==> config.mk <==
export PLATFORM = sky130hd
export DESIGN_NAME = ped_signal
export DESIGN_NICKNAME = d
export VERILOG_FILES = /design/src/rtl/tlight_pkg.sv /design/src/rtl/ped_channel.sv /design/src/rtl/ped_signal.sv
export SDC_FILE = /design/constraint.sdc
export NUM_CORES = 1
export LEC_CHECK = 0
export CORE_MARGIN = 3
export CORE_UTILIZATION = 52
export CTS_CLUSTER_DIAMETER = 40
export CTS_CLUSTER_SIZE = 30
export DETAILED_ROUTE_END_ITERATION = 8
export MAX_ROUTING_LAYER = met4
export PLACE_DENSITY = 0.78
export SLEW_MARGIN = 0
export SYNTH_ARGS = -nofsm -noshare
export SYNTH_HDL_FRONTEND = slang
export SYNTH_HIERARCHICAL = 1
export SYNTH_SLANG_ARGS = --single-unit
==> constraint.sdc <==
create_clock -name clock -period 3.3 [get_ports clock]
set_input_delay 0.66 -clock clock [delete_from_list [all_inputs] [get_ports clock]]
set_output_delay 0.66 -clock clock [all_outputs]
set_load 0.01 [all_outputs]
==> src/rtl/tlight_pkg.sv <==
// Shared light-code constants and pedestrian phase states for the intersection
// controller and the pedestrian crossing block.
package tlight_pkg;

    localparam logic [2:0] RED    = 3'b100;
    localparam logic [2:0] YELLOW = 3'b010;
    localparam logic [2:0] GREEN  = 3'b001;

    typedef enum logic [1:0] {
        IDLE,
        WALK,
        FLASH
    } ped_state_t;

    function automatic logic is_legal_code(input logic [2:0] code);
        return (code == RED) || (code == YELLOW) || (code == GREEN);
    endfunction

endpackage

==> src/rtl/ped_channel.sv <==
// One pedestrian crossing: button synchronizer, request latch, green-rise
// detection and the WALK / FLASH phase sequencer with lamp decode.
module ped_channel
    import tlight_pkg::*;
#(
    parameter int WALK_TIME  = 7,
    parameter int FLASH_TIME = 6
) (
    input  logic       clock,
    input  logic       reset_n,
    input  logic       i_btn,
    input  logic [2:0] i_light,
    input  logic       i_force_idle,
    output logic       o_walk,
    output logic       o_dontwalk,
    output logic       o_wait,
    output logic [3:0] o_count
);

    localparam logic [3:0] WALK_LOAD  = 4'(WALK_TIME - 1);
    localparam logic [3:0] FLASH_LOAD = 4'(FLASH_TIME - 1);

    logic [1:0] r_sync;
    logic       r_req;
    logic       r_prev_green;
    logic       r_blink;
    logic [3:0] r_cnt;
    ped_state_t r_state;

    ped_state_t w_state_next;
    logic [3:0] w_cnt_next;
    logic       w_blink_next;
    logic       w_req_next;
    logic       w_green;
    logic       w_start;

    assign w_green = (i_light == GREEN);

    // A phase only starts on the first green cycle, so mid-green presses wait.
    assign w_start = (r_state == IDLE) && w_green && !r_prev_green && r_req && !i_force_idle;

    always_ff @(posedge clock or negedge reset_n) begin
        if (!reset_n) begin
            r_sync       <= 2'b00;
            r_req        <= 1'b0;
            r_prev_green <= 1'b0;
            r_blink      <= 1'b0;
            r_cnt        <= 4'd0;
            r_state      <= IDLE;
        end else begin
            r_sync       <= {r_sync[0], i_btn};
            r_req        <= w_req_next;
            r_prev_green <= w_green;
            r_blink      <= w_blink_next;
            r_cnt        <= w_cnt_next;
            r_state      <= w_state_next;
        end
    end

    always_comb begin
        w_state_next = r_state;
        w_cnt_next   = r_cnt;
        w_blink_next = r_blink;
        w_req_next   = r_req;

        if (w_start) begin
            w_req_next = 1'b0;
        end else if (r_sync[1] && (r_state != WALK)) begin
            w_req_next = 1'b1;
        end

        case (r_state)
            IDLE: begin
                if (w_start) begin
                    w_state_next = WALK;
                    w_cnt_next   = WALK_LOAD;
                    w_blink_next = 1'b0;
                end
            end
            WALK: begin
                if (!w_green) begin
                    w_state_next = IDLE;
                    w_cnt_next   = 4'd0;
                end else if (r_cnt == 4'd0) begin
                    w_state_next = FLASH;
                    w_cnt_next   = FLASH_LOAD;
                    w_blink_next = 1'b1;
                end else begin
                    w_cnt_next   = r_cnt - 4'd1;
                end
            end
            FLASH: begin
                if (!w_green || (r_cnt == 4'd0)) begin
                    w_state_next = IDLE;
                    w_cnt_next   = 4'd0;
                    w_blink_next = 1'b0;
                end else begin
                    w_cnt_next   = r_cnt - 4'd1;
                    w_blink_next = !r_blink;
                end
            end
            default: begin
                w_state_next = IDLE;
                w_cnt_next   = 4'd0;
                w_blink_next = 1'b0;
            end
        endcase

        // A light-code fault overrides any phase in progress.
        if (i_force_idle) begin
            w_state_next = IDLE;
            w_cnt_next   = 4'd0;
            w_blink_next = 1'b0;
        end
    end

    assign o_walk     = (r_state == WALK);
    assign o_dontwalk = (r_state == IDLE) || ((r_state == FLASH) && r_blink);
    assign o_wait     = r_req;
    assign o_count    = (r_state == FLASH) ? (r_cnt + 4'd1) : 4'd0;

endmodule

==> src/rtl/ped_signal.sv <==
// Pedestrian crossing controller: two independent crossings fed by the vehicle
// light codes, plus a sticky fault that parks both crossings on illegal codes.
module ped_signal
    import tlight_pkg::*;
#(
    parameter int WALK_TIME  = 7,
    parameter int FLASH_TIME = 6
) (
    input  logic       clock,
    input  logic       reset_n,
    input  logic [2:0] ns,
    input  logic [2:0] we,
    input  logic       btn_ns,
    input  logic       btn_we,
    output logic       walk_ns,
    output logic       walk_we,
    output logic       dontwalk_ns,
    output logic       dontwalk_we,
    output logic       wait_ns,
    output logic       wait_we,
    output logic [3:0] count_ns,
    output logic [3:0] count_we,
    output logic       fault
);

    logic r_fault;
    logic w_illegal;
    logic w_force_idle;

    assign w_illegal = !is_legal_code(ns) || !is_legal_code(we) ||
                       ((ns == GREEN) && (we == GREEN));

    // The illegal code itself must already park the channels on the edge the
    // fault is registered, hence the combinational term alongside r_fault.
    assign w_force_idle = r_fault || w_illegal;

    always_ff @(posedge clock or negedge reset_n) begin
        if (!reset_n) begin
            r_fault <= 1'b0;
        end else if (w_illegal) begin
            r_fault <= 1'b1;
        end
    end

    assign fault = r_fault;

    ped_channel #(
        .WALK_TIME  (WALK_TIME),
        .FLASH_TIME (FLASH_TIME)
    ) u_ch_ns (
        .clock        (clock),
        .reset_n      (reset_n),
        .i_btn        (btn_ns),
        .i_light      (ns),
        .i_force_idle (w_force_idle),
        .o_walk       (walk_ns),
        .o_dontwalk   (dontwalk_ns),
        .o_wait       (wait_ns),
        .o_count      (count_ns)
    );

    ped_channel #(
        .WALK_TIME  (WALK_TIME),
        .FLASH_TIME (FLASH_TIME)
    ) u_ch_we (
        .clock        (clock),
        .reset_n      (reset_n),
        .i_btn        (btn_we),
        .i_light      (we),
        .i_force_idle (w_force_idle),
        .o_walk       (walk_we),
        .o_dontwalk   (dontwalk_we),
        .o_wait       (wait_we),
        .o_count      (count_we)
    );

endmodule

==> metrics.cfg <==
[clock_tree]
cts_buffers=3
cts_buffer_depth=2
cts_root_buf=clkbuf_4
clkTransAtPathRegs_ns=0.13
h-tree-depth=1
clkSinkCount=23
post_cts_resized=0
cts_setup_buffers=0
insertion_delay_ns=0.31
cts_tree=done
hold_buffers=0

[worst_setup_path]
critPathArrivalTime_ns=2.93
cp.required_ns=3.52
critPathLaunchType=primary input
slowest_stage=or3_1
crit_type=primary input to register
slowest_delay_ns=0.52
startpoint=ns[1]
r2r_start=fault$_DFFE_PN0P_
worstPathCellList=clkdlybuf4s50_1, nor4b_2, a21oi_1, or3_1, buf_4, nor4_4, o21ai_1, o21a_1
worst_setup_path_end_kind=register
crit_fanout=8

[floorplan]
coreArea_sq_um=2780
dieArea_sq_um=3620
fp.dieH_um=60.2
fp.dieW_um=60.2
initial_utilization=0.549
num_io_pins=25
rows=19

[logic_synthesis]
ys_ff_latch=23
muxShareOfSynthArea=0
synth_area_sq_um=1530
synth_cells=165
synthAdderAreaFrac=0.0983
ys_warn_count=6
synth_top_family_by_area=simple AND/OR/NAND/NOR gates
synthesis.nets=187
synth_compound_area_frac=0.211
synth-xor-area-share=0.0344
synthDistinctLibCells=34
syn_area_per_cell_sq_um=9.26
synth-simple-area-share=0.229
synth_seq_area_share=0.377

[cells_and_area]
final_cells=226
synthToLayoutAreaGrowth_pct=21.4
num_antenna_cells=0
layout-drive-gt1-share=0.0872
final_nets=218

[hold_path]
hp-start=u_ch_we/r_sync[0]$_DFF_PN0_
holdCritPathClass=register to register

[route]
drc=0
vias=1369
via_per_inst=6.06
drt_wl_total_mm=3.57
drt-pass1-iter-count=4
drt_iter0_markers=85
ant_nets=0
wl_per_cell_um=15.8

[pwr]
ir_drop_mv=0.240
power.internal_uw=346
power_frac_seq=0.633
power_frac_clock=0.295
netSwitchingPower_uw=106
switching_share=0.235
power_frac_comb=0.072
p_per_area_nw_per_um2=244
power_leakage_uw=0.000747

[placement]
port_buffers=24
gp_congestion=0.914
dp_hpwl_mm=2.71
placed_cells=222

[global_routing]
grt_max_degree=24
grt_pass1_vias=1304
gr-total-overflow=0
grt.total_usage=0.226
antenna_found_initial=0
grt_pass1_wl_mm=6.00

[timing]
drv_slew=0
fin_skew_ns=0.00136
finalCriticalPeriod_ns=2.71
report.final.hold_viol_count=0
max_freq_mhz=368
setup_tns_ns=0
worst_slew_pin_slew_ns=0.494
finalSetupViolCount=0
rsz0062_at_grt=false
fin_crit_sh=0.823
slew_headroom=0.669

[run]
maxCapViolCount=0

[outcome]
status=finished, final reports clean

==> worst max-delay path, delay by kind of cell <==
family | cells | cell delay (ns)
AOI/OAI and AO/OA | 3 | 0.33
buffers and inverters | 2 | 0.72
and+or+nand+nor | 3 | 1.22
==> metrics by stage <==
stage | utilization | hold WS (ns) | total power [uW] | setup slack [ns] | cell area [sq um]
3_3_place_gp | 0.657 | 0.337 | 324 | 0.391 | 1830
5_1_grt | 0.667 | 0.379 | 477 | 0.471 | 1850
3_5_place_dp | 0.657 | 0.340 | 325 | 0.278 | 1830
2_1_floorplan | - | 0.331 | 302 | 0.846 | 1530
6_report | 0.667 | 0.368 | 452 | 0.586 | 1850
4_1_cts | 0.667 | 0.370 | 459 | 0.636 | 1850
==> power groups by stage <==
| stage | registers (uW) | logic, uW | clock network (uW) |
|---|---|---|---|
| final | 286 | 32.7 | 133 |
| after global routing | 287 | 36.4 | 154 |
| after CTS | 286 | 33.4 | 139 |
| after detailed placement | 292 | 33.2 | 0 |
| after global placement | 292 | 32.1 | 0 |
| after floorplan | 291 | 10.5 | 0 |
==> registers in the layout, indices dropped and copies added (netlist names) <==
register and count:
u_ch_we/r_state 2, u_ch_we/o_wait 1, fault 1, u_ch_ns/r_sync 2
u_ch_we/r_sync 2, u_ch_ns/r_state 2, u_ch_ns/o_wait 1, u_ch_we/r_cnt 4
u_ch_we/r_prev_green 1, u_ch_we/r_blink 1, u_ch_ns/r_blink 1, u_ch_ns/r_prev_green 1
u_ch_ns/r_cnt 4
==> cells by family (layout without fill, tap and decap cells) <==
kind of cell,Yosys count,after routing
AO/OA/AOI/OAI,52,52
AND/OR/NAND/NOR,52,52
flip-flops,23,23
buffers and inverters,20,50
adder cells (fa/ha/maj),12,12
XOR/XNOR,6,6
==> path summary, 6_finish.rpt <==
check,slack [ns],end,cells past startpoint
min reg2reg,0.37,u_ch_we/r_sync[1]$_DFF_PN0_,0
max,0.59,u_ch_ns/r_state[0]$_DFFE_PN0P_,8
max reg2reg,1.36,u_ch_ns/r_state[0]$_DFFE_PN0P_,5
min,0.37,u_ch_we/r_sync[1]$_DFF_PN0_,0
max in group asynchronous,2.39,u_ch_we/r_cnt[3]$_DFFE_PN0P_,2
min in group asynchronous,0.68,u_ch_we/r_prev_green$_DFF_PN0_,2
==> routing by layer <==
| metal | global-route usage | up-vias | part of all wire |
|---|---|---|---|
| met1 | 0.301 | 638 | 0.46 |
| li1 | - | 658 | - |
| met4 | 0.0759 | 0 | 0.016 |
| met5 | - | - | 0 |
| met3 | 0.0346 | 6 | 0.074 |
| met2 | 0.349 | 67 | 0.45 |
==> layout by cell type (no fill, tap or decap), types with 3 or more instances in the layout <==
cell	n
a21oi_1	12
o21ai_1	8
nor2_1	13
buf_4	4
inv_1	18
nand2b_1	4
o41ai_1	4
nor4b_2	3
clkdlybuf4s50_1	24
ha_1	12
clkbuf_4	3
o21ai_0	8
a31oi_1	6
xor2_1	4
dfrtp_1	23
nand2_1	8
==> synth_stat cells <==
cell type | number | area share
nand2b_1 | 4 | 0.016
o32ai_1 | 2 | 0.011
dfrtp_1 | 23 | 0.38
a22oi_1 | 2 | 0.0098
and2_1 | 2 | 0.0082
nor4_1 | 2 | 0.0082
a31oi_1 | 6 | 0.025
nor2b_1 | 2 | 0.0082
nor3b_2 | 2 | 0.016
a211o_1 | 2 | 0.011
ha_1 | 12 | 0.098
a21oi_1 | 12 | 0.039
o21ai_0 | 8 | 0.026
o21ai_1 | 8 | 0.026
or3_1 | 2 | 0.0082
a21o_1 | 2 | 0.0098
nor2_1 | 13 | 0.032
o211ai_1 | 2 | 0.0098
nor3_1 | 2 | 0.0066
xor2_1 | 4 | 0.023
nand2_1 | 8 | 0.020
nand3_1 | 2 | 0.0066
nor4b_2 | 3 | 0.029
buf_2 | 2 | 0.0066
nor2_2 | 2 | 0.0082
a21boi_1 | 2 | 0.0098
o21a_1 | 2 | 0.0098
nor3b_1 | 2 | 0.0098
inv_1 | 18 | 0.044
xnor2_1 | 2 | 0.011
o41ai_1 | 4 | 0.023
or3b_1 | 2 | 0.011
nor4_4 | 2 | 0.028
nand4b_1 | 2 | 0.011
==> cell type report <==
cell class,instances,area [sq um]
clock buffer,3,22.5
clock inverter,1,5.00
fill,231,927
inverter,18,67.6
multi-input combinational,122,875
sequential,23,576
tap,31,38.8
timing repair buffer,28,270
No activity file was read; power rests on OpenSTA's default activity.
==> edit: new RTL, config.mk and constraints unchanged <==
The 3 states of `ped_state_t` get a one-hot encoding in 3 bits.
--- a/src/rtl/tlight_pkg.sv
+++ b/src/rtl/tlight_pkg.sv
@@ -6,10 +6,10 @@
     localparam logic [2:0] YELLOW = 3'b010;
     localparam logic [2:0] GREEN  = 3'b001;
 
-    typedef enum logic [1:0] {
-        IDLE,
-        WALK,
-        FLASH
+    typedef enum logic [2:0] {
+        IDLE  = 3'b001,
+        WALK  = 3'b010,
+        FLASH = 3'b100
     } ped_state_t;
 
     function automatic logic is_legal_code(input logic [2:0] code);
Check against the original RTL: no difference found for any inputs over 10 cycles, from zero or initial values and one cycle with reset_n low; not proved beyond that.
==> edit against the original RTL <==
Sequential share of layout area increased by 1.2 points; total power is 3.8% higher; setup slack worse by 160 ps; core utilization increased by 0.42 points; non-clock buffer count down 2; fmax down 5.5%; design area rose by 4.9%; area after synthesis rose by 8.2%; clock skew increased by 3.7 ps; routed wire length down 7.1%; via count rose by 2.0%; die area up 7.4%; sequential cell count rose by 2; critical endpoint is now u_ch_ns/r_cnt[2]; largest power group unchanged.
==> edit: results (changes against the original RTL) <==
hpwl dp: 2540 um (-6.4%)
post-route worst setup slack: 426 ps (-159 ps)
layout cells sized above 1: 11.7% (+3.0 points)
via count: 1,396 (+2.0%)
clock skew: 5.03 ps (+3.66 ps)
Adder-Cell Fraction of Synth Area: 3.03% (-6.8 points)
Mean Syn Cell Area: 9.55 sq um (+3.2%)
# nets final: 212 (-2.8%)
final RePlAce weighted congestion: 0.852 (-6.7%)
worst endpoint data arrival time: 3110 ps (+180 ps)
clock power share: 26.3% (-3.2 points)
Placed Area: 1920 sq um (+5.0%)
met3 Use GR: 4.50% (+1.0 points)
sequential share of the synthesized area: 38.0% (+0.33 points)
dpl cells: 235 (+5.9%)
Lkg Pwr: 0.806 nW (+8.0%)
GRT Resource Usage Total: 18.6% (-4.0 points)
Synth top cells by count: dfrtp_1, a21oi_1, nor2_1
WHS: 358 ps (-9.56 ps)
worst-margin pin slew: 607 ps (+113 ps)
XOR/XNOR Fraction of Synth Area: 4.24% (+0.80 points)
Worst VDD drop: 0.000324 V (+35%)
multiplexer share of the synthesized area: 1.21% (+1.2 points)
top cells by area, synth: dfrtp_1, a21oi_1, dfstp_2, xor2_1, ha_1
first-pass GRT wire length: 5870 um (-2.2%)
Reg2Reg Setup Slack: 1260 ps (-100 ps)
total routed wirelength: 3310 um (-7.1%)
outcome: finished clean
WL/cell: 13.9 um (-12%)
routing usage on met1: 26.4% (-3.8 points)
[edit: final timing paths]
check,startpoint,end
min reg2reg,u_ch_we/r_sync[0],u_ch_we/r_sync[1]
min,u_ch_we/r_sync[0],u_ch_we/r_sync[1]
max reg2reg,fault,u_ch_ns/r_cnt[2]
max,ns[1],u_ch_ns/r_cnt[2]
max in group asynchronous,reset_n,u_ch_ns/r_state[0]
min in group asynchronous,reset_n,u_ch_we/r_cnt[3]
[edit: critical path, stage by stage]
cell	delay (ps)
clkdlybuf4s50_1	530
nor4b_2	310
a21oi_1	70
or3_1	470
or4b_1	550
a21oi_1	330
nand2_1	110
o211ai_2	70
[edit: layout make-up]
| cell class | instances | area, sq um |
|---|---|---|
| fillers | 235 | 955 |
| clock inverters | 1 | 5.00 |
| inverters | 10 | 40.0 |
| multi-input cells | 132 | 942 |
| flip-flops and latches | 25 | 628 |
| clock buffers | 3 | 22.5 |
| well taps | 42 | 52.6 |
| repair buffers | 26 | 255 |
